--- src/rtl/bcd_countdown_timer.sv ---
// Two-digit BCD countdown timer driven by a one-second prescaler.
// start_level (re)loads the start value; add_bonus adds BONUS_SEC with saturation at 99.
//
// state   | meaning
// IDLE    | after reset, digits 00, waiting for start_level
// RUN     | counting down while enable_timer=1 and pause=0
// EXPIRED | reached 00, waiting for start_level
module bcd_countdown_timer #(
    parameter int unsigned TICK_DIV   = 50_000_000,
    parameter logic [3:0]  START_TENS = 4'd6,
    parameter logic [3:0]  START_ONES = 4'd0,
    parameter logic [3:0]  BONUS_SEC  = 4'd5,
    parameter int unsigned LOW_THRESH = 10
) (
    input  logic       clk,
    input  logic       reset,
    input  logic       start_level,
    input  logic       enable_timer,
    input  logic       pause,
    input  logic       add_bonus,
    output logic [3:0] ones,
    output logic [3:0] tens,
    output logic       one_sec,
    output logic       low_time
);

    localparam int unsigned PW = (TICK_DIV > 2) ? $clog2(TICK_DIV) : 1;
    localparam logic [PW-1:0] PRESC_MAX = PW'(TICK_DIV - 1);

    typedef enum logic [1:0] {
        IDLE    = 2'd0,
        RUN     = 2'd1,
        EXPIRED = 2'd2
    } state_t;

    state_t        state_q, state_d;
    logic [PW-1:0] presc_q, presc_d;
    logic [3:0]    ones_q, ones_d;
    logic [3:0]    tens_q, tens_d;
    logic          one_sec_q, one_sec_d;

    logic       is_zero, count_en, tick, do_bonus, carry;
    logic [3:0] dec_ones, dec_tens;
    logic [4:0] sum_ones, adj_ones;
    logic [4:0] sum_tens;
    logic [3:0] bon_ones, bon_tens;
    logic [7:0] value_bin;

    always_comb begin
        is_zero  = (ones_q == 4'd0) && (tens_q == 4'd0);
        count_en = (state_q == RUN) && enable_timer && !pause && !is_zero;
        tick     = count_en && (presc_q == PRESC_MAX);
        do_bonus = (state_q == RUN) && add_bonus;

        dec_ones = ones_q;
        dec_tens = tens_q;
        if (tick) begin
            if (ones_q != 4'd0) begin
                dec_ones = ones_q - 4'd1;
            end else begin
                dec_ones = 4'd9;
                dec_tens = tens_q - 4'd1;
            end
        end

        // Bonus is applied on top of any decrement happening in the same cycle.
        sum_ones = {1'b0, dec_ones} + {1'b0, BONUS_SEC};
        carry    = (sum_ones > 5'd9);
        adj_ones = carry ? (sum_ones - 5'd10) : sum_ones;
        sum_tens = {1'b0, dec_tens} + {4'd0, carry};
        if (sum_tens > 5'd9) begin
            bon_ones = 4'd9;
            bon_tens = 4'd9;
        end else begin
            bon_ones = adj_ones[3:0];
            bon_tens = sum_tens[3:0];
        end

        ones_d    = do_bonus ? bon_ones : dec_ones;
        tens_d    = do_bonus ? bon_tens : dec_tens;
        one_sec_d = tick;

        if ((state_q != RUN) || !enable_timer || is_zero) begin
            presc_d = '0;
        end else if (pause) begin
            presc_d = presc_q;
        end else if (presc_q == PRESC_MAX) begin
            presc_d = '0;
        end else begin
            presc_d = presc_q + PW'(1);
        end

        state_d = state_q;
        if ((state_q == RUN) && tick && (ones_d == 4'd0) && (tens_d == 4'd0)) begin
            state_d = EXPIRED;
        end

        if (start_level) begin
            state_d   = RUN;
            presc_d   = '0;
            ones_d    = START_ONES;
            tens_d    = START_TENS;
            one_sec_d = 1'b0;
        end
    end

    always_ff @(posedge clk or posedge reset) begin
        if (reset) begin
            state_q   <= IDLE;
            presc_q   <= '0;
            ones_q    <= 4'd0;
            tens_q    <= 4'd0;
            one_sec_q <= 1'b0;
        end else begin
            state_q   <= state_d;
            presc_q   <= presc_d;
            ones_q    <= ones_d;
            tens_q    <= tens_d;
            one_sec_q <= one_sec_d;
        end
    end

    assign value_bin = (8'(tens_q) * 8'd10) + 8'(ones_q);
    assign low_time  = (state_q == RUN) && !is_zero && (32'(value_bin) <= LOW_THRESH);

    assign ones    = ones_q;
    assign tens    = tens_q;
    assign one_sec = one_sec_q;

endmodule

--- config.mk ---
export PLATFORM = sky130hd
export DESIGN_NAME = bcd_countdown_timer
export DESIGN_NICKNAME = d
export VERILOG_FILES = /design/src/rtl/bcd_countdown_timer.sv
export SDC_FILE = /design/constraint.sdc
export NUM_CORES = 1
export LEC_CHECK = 0
export ABC_AREA = 1
export BUFFER_PORTS_ARGS = -buffer_cell sky130_fd_sc_hd__buf_4
export CORE_UTILIZATION = 58
export DETAILED_ROUTE_END_ITERATION = 8
export GPL_ROUTABILITY_DRIVEN = 0
export GPL_TIMING_DRIVEN = 1
export PLACE_DENSITY = 0.73
export SYNTH_ARGS = -nofsm -noshare
export SYNTH_HDL_FRONTEND = slang
export SYNTH_SLANG_ARGS = --single-unit
--- constraint.sdc ---
create_clock -name clk -period 4.3 [get_ports clk]
set_input_delay 0.645 -clock clk [delete_from_list [all_inputs] [get_ports clk]]
set_output_delay 0.645 -clock clk [all_outputs]
set_load 0.05 [all_outputs]
==> metrics.txt, run 1 <==
# TYPE chip_impl_metric gauge
chip_impl_metric{name="grt_antenna_before_repair",unit=""} 0
chip_impl_metric{name="cts-buffers-inserted",unit=""} 5
chip_impl_info{name="min-delay-path-class",value="input port to asynchronous set/reset pin"} 1
chip_impl_metric{name="die_boundary_width",unit="um"} 74.6
chip_impl_metric{name="instances_no_fill",unit=""} 526
chip_impl_metric{name="min_period_over_period",unit=""} 0.935
chip_impl_metric{name="grt.total_usage",unit=""} 0.270
chip_impl_metric{name="max_freq",unit="MHz"} 249
chip_impl_metric{name="drv.max_cap_violation_count",unit=""} 0
chip_impl_metric{name="setup_violation_total_in_the_final_timing_report",unit=""} 0
chip_impl_metric{name="grt_overflow",unit=""} 0
chip_impl_metric{name="multi_input_area",unit="um2"} 1910
chip_impl_metric{name="dr.first_iter.drc_count",unit=""} 187
chip_impl_metric{name="cts-hold-fix-buffers",unit=""} 0
chip_impl_metric{name="synth.net_count",unit=""} 454
chip_impl_metric{name="die_height",unit="um"} 74.6
chip_impl_metric{name="drtAntennaViolNets",unit=""} 0
chip_impl_info{name="timing.critical_path.to_type",value="flop"} 1
chip_impl_metric{name="placeableCoreArea",unit="um2"} 5070
chip_impl_metric{name="io_pins",unit=""} 16
chip_impl_metric{name="dp.cells",unit=""} 515
chip_impl_metric{name="clock_sinks",unit=""} 37
chip_impl_metric{name="fin_worst_skew",unit="ns"} 0.00544
chip_impl_metric{name="first_global_vias",unit=""} 2502
chip_impl_metric{name="ir_drop",unit="V"} 0.000206
chip_impl_metric{name="cts_max_level",unit=""} 2
chip_impl_metric{name="seq_area_frac_synth",unit=""} 0.303
chip_impl_metric{name="relative_max_transition_margin",unit=""} 0.356
chip_impl_metric{name="setup_total_negative_slack",unit="ns"} 0
chip_impl_info{name="cts_tree",value="done"} 1
chip_impl_metric{name="timing.hold.ws",unit="ns"} 0.444
chip_impl_metric{name="site_row_count",unit=""} 26
chip_impl_metric{name="synth.yosys.warnings",unit=""} 0
chip_impl_metric{name="crit_arrival",unit="ns"} 4.21
chip_impl_info{name="worstSetupStartpointType",value="flop"} 1
chip_impl_info{name="timing.critical_path.mode_cell",value="sky130_fd_sc_hd__nand2_1"} 1
chip_impl_metric{name="grt_pass1_wl",unit="mm"} 11.4
chip_impl_metric{name="clk_latency",unit="ns"} 0.29
chip_impl_metric{name="ff_latch_area",unit="um2"} 927
chip_impl_metric{name="post_synth_instance_area",unit="um2"} 3050
chip_impl_metric{name="wl_per_cell",unit="um"} 13.2
chip_impl_metric{name="cellPowerDensity",unit="nW/um2"} 331
chip_impl_metric{name="layout_min_cycle_time",unit="ns"} 4.02
chip_impl_metric{name="start_util",unit=""} 0.602
chip_impl_metric{name="dieArea",unit="um2"} 5560
chip_impl_metric{name="clk_pin_slew_worst_paths",unit="ns"} 0.08
chip_impl_metric{name="antennaDiodeCount",unit=""} 0
chip_impl_metric{name="yosysTopAreaCellShare",unit=""} 0.303
chip_impl_metric{name="synth_cell_type_count",unit=""} 39
chip_impl_metric{name="first_pass_iters",unit=""} 5
chip_impl_metric{name="hpwlAfterDp",unit="mm"} 5.40
chip_impl_metric{name="worst_slew_pin_slew",unit="ns"} 0.960
chip_impl_metric{name="cp_data_required_time",unit="ns"} 4.49
chip_impl_metric{name="yosys_register_bits",unit=""} 37
chip_impl_metric{name="route.detailed.drc",unit=""} 0
chip_impl_metric{name="layout.filler_cells",unit=""} 451
chip_impl_metric{name="routed-via-count",unit=""} 2847
chip_impl_metric{name="worstPathMaxFanout",unit=""} 6
chip_impl_metric{name="final_layout_size_suffix_gt1_frac",unit=""} 0.204
chip_impl_info{name="yosys-top-cells-area",value="sky130_fd_sc_hd__dfrtp_1 30%, sky130_fd_sc_hd__nand2_1 12%, sky130_fd_sc_hd__inv_1 7.1%"} 1
chip_impl_metric{name="drv_slew",unit=""} 0
chip_impl_metric{name="drt-vias-per-instance",unit=""} 5.41
chip_impl_info{name="cts_root_buf",value="sky130_fd_sc_hd__clkbuf_8"} 1
chip_impl_metric{name="critical-path-max-stage-delay",unit="ns"} 0.40
chip_impl_info{name="yosys.area.top_type",value="sky130_fd_sc_hd__dfrtp_1"} 1
chip_impl_metric{name="avgSynthCellArea",unit="um2"} 7.10
chip_impl_metric{name="route.final.wire_length",unit="mm"} 6.95
chip_impl_metric{name="cts_buffer_depth",unit=""} 2
chip_impl_info{name="run_status",value="completed"} 1
chip_impl_info{name="critical_path.slowest_cell",value="sky130_fd_sc_hd__dfrtp_1"} 1
chip_impl_metric{name="finish.net_count",unit=""} 479
chip_impl_info{name="timing.setup.critical_path_class",value="flop to flop"} 1
chip_impl_metric{name="standby_leakage_power",unit="uW"} 0.00165
chip_impl_metric{name="syn-instance-count",unit=""} 430
chip_impl_metric{name="port_buffers",unit=""} 15
chip_impl_metric{name="area_growth_syn_to_fin",unit="%"} 14.3
chip_impl_metric{name="hold_viol_final",unit=""} 0
chip_impl_metric{name="maximum_number_of_pins_on_one_net_before_global_route_repair",unit=""} 38
==> through the flow <==
step                total power [uW]  cell area, um2  worst slack, ns  utilization
finish                          1150            3490            0.280        0.687
global placement                 781            3270            0.209        0.645
floorplan                        693            3060            0.203            -
CTS                             1150            3410            0.156        0.672
detailed placement               785            3270           0.0422        0.645
global route                    1220            3490          -0.0145        0.687
==> repair_timing <==
item / 4_1_cts / 5_1_grt
gates resized for setup: 0 / 13
endpoints found under the setup margin: 0 / 3
setup buffers: 0 / 3
==> metal layers <==
metal  vias to the layer above  track usage  routed length, um
li1                       1442            -                  -
met4                         0       0.0943                148
met1                      1317        0.382               3300
met3                        17       0.0528                318
met5                         -            0                  0
met2                        71        0.413               3180
==> cells in the mapped netlist, drive strengths merged <==
cell,n
clkbuf,4
nand2,113
a21oi,19
inv,66
xor2,8
o21ai,17
nor3b,2
ha,16
clkinv,3
nand4,5
o2111ai,2
o31ai,1
a22oi,2
nor4,4
fa,2
o21a,1
o22ai,3
nand3,49
a2111oi,1
nor3,15
xnor2,2
a211oi,1
mux2i,1
a22o,1
dfrtp,37
nand3b,1
nor2,54
==> cells by family after synthesis <==
family,Yosys count,share of synthesized area
buffers and inverters,73,0.0898
muxes,1,0.00328
xor gates and xnor gates,10,0.0287
adders and majority gates,18,0.0787
and+or+nand+nor,243,0.400
DFF,37,0.303
AOI/OAI and AO/OA,48,0.0963
==> cells in the final DEF (no fill, tap or decap), types with 9 or more instances in the layout <==
master	netlist	routed
sky130_fd_sc_hd__a21oi_1	17	17
sky130_fd_sc_hd__buf_4	0	22
sky130_fd_sc_hd__dfrtp_1	37	36
sky130_fd_sc_hd__ha_1	16	14
sky130_fd_sc_hd__inv_1	58	58
sky130_fd_sc_hd__nand2_1	99	97
sky130_fd_sc_hd__nand2_2	10	12
sky130_fd_sc_hd__nand3_1	39	34
sky130_fd_sc_hd__nand3_2	9	13
sky130_fd_sc_hd__nor2_1	38	38
sky130_fd_sc_hd__nor2_2	11	9
sky130_fd_sc_hd__nor3_1	15	15
sky130_fd_sc_hd__o21ai_0	14	13
==> power breakdown <==
part | internal, uW | switching, uW | leakage (uW) | total (uW)
Sequential | 359 | 20.0 | 0.000497 | 379
Clock | 233 | 131 | 0.0000687 | 364
Combinational | 140 | 271 | 0.00108 | 410
==> registers in the layout, summed over array words and instances (netlist names) <==
| register | flops |
|---|---|
| ones | 4 |
| state_q | 2 |
| one_sec | 1 |
| presc_q | 26 |
| tens | 4 |
==> final cells by class <==
cell class              instances  area share
multi-input cells             320       0.548
well taps                      70      0.0251
clock buffers                   5      0.0197
clock inverters                 3      0.0197
flip-flops and latches         37       0.266
repair buffers                 22      0.0473
inverters                      69      0.0742
==> worst max-delay path: cells and delay by family (launching register included) <==
kind,cells,cell delay [ns]
fa+ha+maj,5,1.02
flops,1,0.40
simple gates,24,2.19
buf+inv,5,0.31
==> worst paths after layout <==
path / startpoint / endpoint / slack [ns] / cells after the start
worst max-delay path: presc_q[0] / state_q[0] / 0.28 / 34
worst max register to register: presc_q[0] / state_q[0] / 0.28 / 34
worst min-delay path: reset / presc_q[25] / 0.44 / 3
min in group clk: state_q[0] / state_q[0] / 0.49 / 2
worst min register to register: state_q[0] / state_q[0] / 0.49 / 2
max in group asynchronous: reset / ones[2] / 3.48 / 3
No activity file was read; power rests on OpenSTA's default activity.
==> run 2, diff against run 1 <==
--- a/config.mk
+++ b/config.mk
@@ -11,7 +11,7 @@
 export DETAILED_ROUTE_END_ITERATION = 8
 export GPL_ROUTABILITY_DRIVEN = 0
 export GPL_TIMING_DRIVEN = 1
-export PLACE_DENSITY = 0.73
+export PLACE_DENSITY = 0.76
 export SYNTH_ARGS = -nofsm -noshare
 export SYNTH_HDL_FRONTEND = slang
 export SYNTH_SLANG_ARGS = --single-unit
==> run 2 against run 1 <==
Effect of this change: register-to-register slack got worse by 0.07 ns; combinational power rose by 2%; via count rose by 2.9%; sequential share of layout area barely moved.
==> metrics.txt, run 2 (synthesized netlist as in run 1, its figures left out) <==
# TYPE chip_impl_metric gauge
chip_impl_metric{name="clk_latency",unit="ns"} 0.29
chip_impl_info{name="run_status",value="completed"} 1
chip_impl_info{name="layout.cells.most_common_list",value="97 x sky130_fd_sc_hd__nand2_1, 58 x sky130_fd_sc_hd__inv_1, 38 x sky130_fd_sc_hd__nor2_1"} 1
chip_impl_metric{name="wl_per_cell",unit="um"} 13.7
chip_impl_metric{name="pwr-share-comb",unit=""} 0.379
chip_impl_metric{name="timing.hold.ws",unit="ns"} 0.462
chip_impl_metric{name="cp_data_required_time",unit="ns"} 4.48
chip_impl_metric{name="internal_cell_power",unit="uW"} 674
chip_impl_metric{name="finish.net_count",unit=""} 484
chip_impl_metric{name="dieArea",unit="um2"} 5560
chip_impl_metric{name="largest_reg_flops",unit=""} 26
chip_impl_metric{name="cts-buffers-inserted",unit=""} 5
chip_impl_metric{name="hpwlAfterDp",unit="mm"} 5.43
chip_impl_metric{name="cts_max_level",unit=""} 2
chip_impl_metric{name="drv.max_cap_violation_count",unit=""} 0
chip_impl_metric{name="clock_sinks",unit=""} 37
chip_impl_metric{name="min_period_over_period",unit=""} 0.951
chip_impl_metric{name="grt_antenna_before_repair",unit=""} 0
chip_impl_metric{name="drtAntennaViolNets",unit=""} 0
chip_impl_metric{name="drv_slew",unit=""} 0
chip_impl_metric{name="grt.total_usage",unit=""} 0.267
chip_impl_metric{name="finish.instance_area",unit="um2"} 3490
chip_impl_metric{name="dpl-instance-area",unit="um2"} 3280
chip_impl_metric{name="max_freq",unit="MHz"} 245
chip_impl_metric{name="final_layout_size_suffix_gt1_frac",unit=""} 0.202
chip_impl_metric{name="critical-path-max-stage-delay",unit="ns"} 0.44
chip_impl_metric{name="hold_viol_final",unit=""} 0
chip_impl_metric{name="worst_slew_pin_slew",unit="ns"} 0.936
chip_impl_info{name="layout.cells.most_common",value="sky130_fd_sc_hd__nand2_1"} 1
chip_impl_metric{name="power.share.clock",unit=""} 0.279
chip_impl_metric{name="worstPathMaxFanout",unit=""} 6
chip_impl_metric{name="placeableCoreArea",unit="um2"} 5070
chip_impl_metric{name="grt_overflow",unit=""} 0
chip_impl_metric{name="maximum_number_of_pins_on_one_net_before_global_route_repair",unit=""} 38
chip_impl_metric{name="drt-vias-per-instance",unit=""} 5.52
chip_impl_info{name="cell_family_with_the_largest_share_of_critical_path_delay",value="simple AND/OR/NAND/NOR gates"} 1
chip_impl_metric{name="clk_pin_slew_worst_paths",unit="ns"} 0.08
chip_impl_info{name="timing.critical_path.mode_cell",value="sky130_fd_sc_hd__nand2_1"} 1
chip_impl_metric{name="crit_arrival",unit="ns"} 4.27
chip_impl_metric{name="ir_drop",unit="V"} 0.000219
chip_impl_info{name="min-delay-path-class",value="input port to asynchronous set/reset pin"} 1
chip_impl_metric{name="layout_min_cycle_time",unit="ns"} 4.09
chip_impl_metric{name="first_global_vias",unit=""} 2511
chip_impl_info{name="cts_tree",value="done"} 1
chip_impl_metric{name="io_pins",unit=""} 16
chip_impl_metric{name="relative_max_transition_margin",unit=""} 0.372
chip_impl_info{name="worstSetupStartpointType",value="flop"} 1
chip_impl_info{name="timing.setup.critical_path_class",value="flop to flop"} 1
chip_impl_metric{name="grt_pass1_wl",unit="mm"} 11.3
chip_impl_metric{name="standby_leakage_power",unit="uW"} 0.00166
chip_impl_info{name="cts_root_buf",value="sky130_fd_sc_hd__clkbuf_8"} 1
chip_impl_metric{name="dr.first_iter.drc_count",unit=""} 256
chip_impl_metric{name="site_row_count",unit=""} 26
chip_impl_metric{name="port_buffers",unit=""} 15
chip_impl_info{name="timing.critical_path.to_type",value="flop"} 1
chip_impl_info{name="max_flop_register",value="presc_q"} 1
chip_impl_metric{name="cellPowerDensity",unit="nW/um2"} 316
chip_impl_metric{name="antennaDiodeCount",unit=""} 0
chip_impl_info{name="crit-reg2reg-launch",value="presc_q[1]"} 1
chip_impl_metric{name="routed-via-count",unit=""} 2930
chip_impl_metric{name="start_util",unit=""} 0.602
chip_impl_metric{name="first_pass_iters",unit=""} 5
chip_impl_metric{name="fin_worst_skew",unit="ns"} 0.00813
chip_impl_metric{name="net_sw_power",unit="uW"} 428
chip_impl_metric{name="sw_frac_of_total",unit=""} 0.388
chip_impl_metric{name="route.final.wire_length",unit="mm"} 7.25
chip_impl_metric{name="power_frac_seq",unit=""} 0.342
chip_impl_metric{name="die_boundary_width",unit="um"} 74.6
chip_impl_metric{name="route.detailed.drc",unit=""} 0
chip_impl_metric{name="cts_buffer_depth",unit=""} 2
chip_impl_metric{name="setup_violation_total_in_the_final_timing_report",unit=""} 0
chip_impl_metric{name="die_height",unit="um"} 74.6
chip_impl_metric{name="finalPower",unit="uW"} 1100
chip_impl_info{name="critical_path.slowest_cell",value="sky130_fd_sc_hd__dfrtp_1"} 1
chip_impl_metric{name="area_growth_syn_to_fin",unit="%"} 14.2
chip_impl_info{name="critical_path.startpoint",value="presc_q[1]"} 1
chip_impl_metric{name="worst-path-buf-inv",unit=""} 5
## run 2: cell types whose count changed in the layout (fill, tap and decap cells not counted)
cell / previous run / this run
sky130_fd_sc_hd__buf_4: 22 / 27
sky130_fd_sc_hd__bufinv_16: 2 / 1
sky130_fd_sc_hd__clkbuf_1: 0 / 1
sky130_fd_sc_hd__clkinv_4: 0 / 1
sky130_fd_sc_hd__dfrtp_1: 36 / 37
sky130_fd_sc_hd__dfrtp_2: 1 / 0
sky130_fd_sc_hd__ha_2: 2 / 1
sky130_fd_sc_hd__ha_4: 0 / 1
sky130_fd_sc_hd__inv_6: 1 / 0
sky130_fd_sc_hd__nand3_1: 34 / 37
sky130_fd_sc_hd__nand3_2: 13 / 11
sky130_fd_sc_hd__nand3_4: 2 / 1
## run 2: routing by layer
layer	global-route usage	part of all wire	up-vias
met2	0.423	0.47	87
met3	0.0461	0.048	10
met5	0	0	-
met1	0.379	0.47	1374
li1	-	-	1459
met4	0.0650	0.012	0
## run 2: stage by stage
step	util	setup TNS [ns]	setup slack, ns	cells
final	0.687	0	0.212	531
after global routing	0.687	-0.0319	-0.0319	531
after CTS	0.669	0	0.108	524
after detailed placement	0.647	0	0.0348	516
after global placement	0.647	0	0.205	516
after floorplan	-	0	0.203	430
## run 2: power by group through the flow
stage               combinational, uW  sequential [uW]  clock [uW]
global placement                  400              382           0
detailed placement                410              383           0
CTS                               412              376         309
finish                            417              377         308
floorplan                         274              419           0
global route                      460              378         327
## run 2: worst register-to-register path, delay by kind of cell, from the launching register on
family | cells | cell delay, ns
adder cells (fa/ha/maj) | 5 | 0.97
flip-flops | 1 | 0.44
AND/OR/NAND/NOR | 24 | 2.25
buffers and inverters | 5 | 0.30
## run 2: repair_timing
action                                  CTS  global route
endpoints found under the setup margin    0             3
resized for setup                         0             9
hold buffers                              0             0
buffers inserted                          0             7
## run 2: cell type report
class / count / area (um2)
fill: 450 / 1590
tap: 70 / 87.6
inverter: 69 / 259
sequential: 37 / 926
multi-input combinational: 320 / 1900
clock inverter: 2 / 38.8
clock buffer: 6 / 72.6
timing repair buffer: 27 / 203
## run 2: path summary, 6_finish.rpt
| kind | end | slack (ns) | depth (start not counted) |
|---|---|---|---|
| max | state_q[0] | 0.21 | 34 |
| min | presc_q[25] | 0.46 | 3 |
| max reg2reg | state_q[0] | 0.21 | 34 |
| min reg2reg | state_q[0] | 0.50 | 2 |
| max in group asynchronous | tens[2] | 3.50 | 3 |
| min in group clk | state_q[0] | 0.50 | 2 |
==> run 3, diff against run 2 <==
--- a/config.mk
+++ b/config.mk
@@ -7,11 +7,9 @@
 export LEC_CHECK = 0
 export ABC_AREA = 1
 export BUFFER_PORTS_ARGS = -buffer_cell sky130_fd_sc_hd__buf_4
-export CORE_UTILIZATION = 58
+export CORE_UTILIZATION = 35
 export DETAILED_ROUTE_END_ITERATION = 8
 export GPL_ROUTABILITY_DRIVEN = 0
-export GPL_TIMING_DRIVEN = 1
-export PLACE_DENSITY = 0.76
 export SYNTH_ARGS = -nofsm -noshare
 export SYNTH_HDL_FRONTEND = slang
 export SYNTH_SLANG_ARGS = --single-unit
==> constraint.sdc (replaced) <==
create_clock -name clk -period 4.3 [get_ports clk]
set_input_delay 1.29 -clock clk [delete_from_list [all_inputs] [get_ports clk]]
set_output_delay 1.29 -clock clk [all_outputs]
set_load 0.05 [all_outputs]
==> run 3 against run 2 <==
Effect of this change: cell area rose by 9.5%; worst hold slack better by 0.018 ns; non-clock buffer count increased by 21; critical path type is now flop to output pin; critical endpoint is now low_time; largest power group unchanged.
==> metrics.txt, run 3 (synthesized netlist as in run 1, its figures left out) <==
# TYPE chip_impl_metric gauge
chip_impl_metric{name="relative_max_transition_margin",unit=""} 0.654
chip_impl_info{name="timing.rr.end",value="state_q[0]"} 1
chip_impl_metric{name="drt-vias-per-instance",unit=""} 4.98
chip_impl_info{name="worstHoldEndpoint",value="state_q[0]"} 1
chip_impl_metric{name="setup_violation_total_in_the_final_timing_report",unit=""} 0
chip_impl_metric{name="fin_worst_skew",unit="ns"} 0.00671
chip_impl_metric{name="cts_max_level",unit=""} 2
chip_impl_info{name="cts_root_buf",value="sky130_fd_sc_hd__clkbuf_8"} 1
chip_impl_metric{name="standby_leakage_power",unit="uW"} 0.00176
chip_impl_metric{name="ir_drop",unit="V"} 0.000152
chip_impl_metric{name="finish.net_count",unit=""} 505
chip_impl_metric{name="grt_overflow",unit=""} 0
chip_impl_metric{name="grt.total_usage",unit=""} 0.174
chip_impl_metric{name="first_pass_iters",unit=""} 4
chip_impl_metric{name="cts-buffers-inserted",unit=""} 5
chip_impl_metric{name="routed-via-count",unit=""} 2926
chip_impl_metric{name="placeableCoreArea",unit="um2"} 8340
chip_impl_metric{name="largest_reg_flops",unit=""} 26
chip_impl_info{name="timing.setup.critical_path_class",value="flop to output pin"} 1
chip_impl_metric{name="max_freq",unit="MHz"} 241
chip_impl_info{name="run_status",value="completed"} 1
chip_impl_metric{name="site_row_count",unit=""} 33
chip_impl_metric{name="drv.max_cap_violation_count",unit=""} 0
chip_impl_metric{name="final_layout_size_suffix_gt1_frac",unit=""} 0.290
chip_impl_info{name="layout.cells.most_common_list",value="91 x sky130_fd_sc_hd__nand2_1, 51 x sky130_fd_sc_hd__inv_1, 45 x sky130_fd_sc_hd__buf_4"} 1
chip_impl_metric{name="dpl-instance-area",unit="um2"} 3530
chip_impl_metric{name="crit_arrival",unit="ns"} 2.86
chip_impl_metric{name="flop2flop_setup_slack",unit="ns"} 0.44
chip_impl_metric{name="die_boundary_width",unit="um"} 95.4
chip_impl_metric{name="hold_path_depth",unit=""} 2
chip_impl_metric{name="setup_total_negative_slack",unit="ns"} 0
chip_impl_metric{name="worst_slew_pin_slew",unit="ns"} 0.516
chip_impl_metric{name="min_period_over_period",unit=""} 0.964
chip_impl_metric{name="hold_viol_final",unit=""} 0
chip_impl_metric{name="hpwlAfterDp",unit="mm"} 5.98
chip_impl_metric{name="route.final.wire_length",unit="mm"} 7.48
chip_impl_metric{name="clk_pin_slew_worst_paths",unit="ns"} 0.07
chip_impl_metric{name="worstPathMaxFanout",unit=""} 7
chip_impl_metric{name="drtAntennaViolNets",unit=""} 0
chip_impl_metric{name="dr.first_iter.drc_count",unit=""} 142
chip_impl_metric{name="r2r.worst_path.cells",unit=""} 29
chip_impl_metric{name="grt_antenna_before_repair",unit=""} 0
chip_impl_info{name="max_flop_register",value="presc_q"} 1
chip_impl_metric{name="grt_pass1_wl",unit="mm"} 12.5
chip_impl_metric{name="first_global_vias",unit=""} 2866
chip_impl_metric{name="drv_slew",unit=""} 0
chip_impl_info{name="timing.critical_path.to_type",value="output pin"} 1
chip_impl_metric{name="area_growth_syn_to_fin",unit="%"} 25.1
chip_impl_metric{name="clk_latency",unit="ns"} 0.29
chip_impl_info{name="min_delay_startpoint",value="state_q[0]"} 1
chip_impl_metric{name="start_util",unit=""} 0.366
chip_impl_metric{name="route.detailed.drc",unit=""} 0
chip_impl_metric{name="dieArea",unit="um2"} 9100
chip_impl_info{name="min-delay-path-class",value="flop to flop"} 1
chip_impl_metric{name="antennaDiodeCount",unit=""} 0
chip_impl_metric{name="io_pins",unit=""} 16
chip_impl_info{name="cts_tree",value="done"} 1
chip_impl_metric{name="wl_per_cell",unit="um"} 12.7
chip_impl_metric{name="cp_data_required_time",unit="ns"} 3.01
chip_impl_metric{name="port_buffers",unit=""} 15
chip_impl_info{name="grt_setup_unrepaired",value="true"} 1
chip_impl_metric{name="finish.instance_area",unit="um2"} 3820
chip_impl_metric{name="layout_min_cycle_time",unit="ns"} 4.15
chip_impl_info{name="layout.cells.most_common",value="sky130_fd_sc_hd__nand2_1"} 1
chip_impl_metric{name="cellPowerDensity",unit="nW/um2"} 300
chip_impl_metric{name="die_height",unit="um"} 95.4
chip_impl_metric{name="clock_sinks",unit=""} 37
chip_impl_metric{name="cts_buffer_depth",unit=""} 2
chip_impl_info{name="worstSetupStartpointType",value="flop"} 1
chip_impl_info{name="crit-reg2reg-launch",value="presc_q[0]"} 1
chip_impl_metric{name="maximum_number_of_pins_on_one_net_before_global_route_repair",unit=""} 38
## run 3: changes by cell type in the layout (fill, tap and decap cells not counted), moves of 5 or more
cell,delta
sky130_fd_sc_hd__nand2_2,+6
sky130_fd_sc_hd__nand2_1,-6
sky130_fd_sc_hd__nand3_1,-8
sky130_fd_sc_hd__buf_4,+18
sky130_fd_sc_hd__inv_1,-7
sky130_fd_sc_hd__nand3_2,+5
## run 3: stage by stage
step           power (uW)  hold slack, ns  setup WS, ns  cells  utilization
6_report             1150           0.480         0.154    587        0.458
5_1_grt              1220           0.519       -0.0342    587        0.458
4_1_cts              1090           0.486        0.0334    582        0.433
3_5_place_dp          854           0.469        -0.260    574        0.423
3_3_place_gp          843           0.459        -0.175    574        0.423
2_1_floorplan         703           0.442       0.00176    430            -
## run 3: what timing repair did
action,in CTS,in global routing
gates resized for setup,0,42
hold buffers,0,0
endpoints found under the setup margin,0,8
buffers inserted,0,5
## run 3: cell type report
class | count | area, um2
flip-flops and latches | 37 | 926
inverters | 69 | 268
fillers | 842 | 4520
well taps | 105 | 131
repair buffers | 48 | 372
clock inverters | 2 | 10.0
multi-input cells | 320 | 2040
clock buffers | 6 | 72.6
## run 3: report_power, final
group	internal, uW	switching [uW]	leakage [uW]
sequential	359	22.2	0.000498
combinational	219	313	0.00122
clock	112	120	0.0000450
## run 3: critical path, stage by stage, from the launching register on
cell	delay [ns]
sky130_fd_sc_hd__dfrtp_1	0.48
sky130_fd_sc_hd__ha_1	0.34
sky130_fd_sc_hd__ha_1	0.23
sky130_fd_sc_hd__fa_1	0.54
sky130_fd_sc_hd__o21ai_1	0.21
sky130_fd_sc_hd__o2111ai_1	0.21
sky130_fd_sc_hd__a2111oi_4	0.35
sky130_fd_sc_hd__buf_6	0.21
## run 3: worst max path at each step
stage / start / endpoint / slack (ns) / depth (start not counted)
finish: tens[1] / low_time / 0.15 / 7
global route: pause / state_q[0] / -0.03 / 30
CTS: pause / state_q[0] / 0.03 / 33
detailed placement: pause / state_q[0] / -0.26 / 33
global placement: pause / state_q[0] / -0.17 / 29
floorplan: pause / state_q[0] / 0.002 / 32
## run 3: metal layers
metal | track usage | wire length (um) | vias up | share of wire
met1 | 0.225 | 3510 | 1379 | 0.47
met4 | 0.0299 | 66 | 0 | 0.0088
met2 | 0.304 | 3590 | 45 | 0.48
met3 | 0.0319 | 308 | 8 | 0.041
met5 | 0 | 0 | - | 0
li1 | - | - | 1494 | -
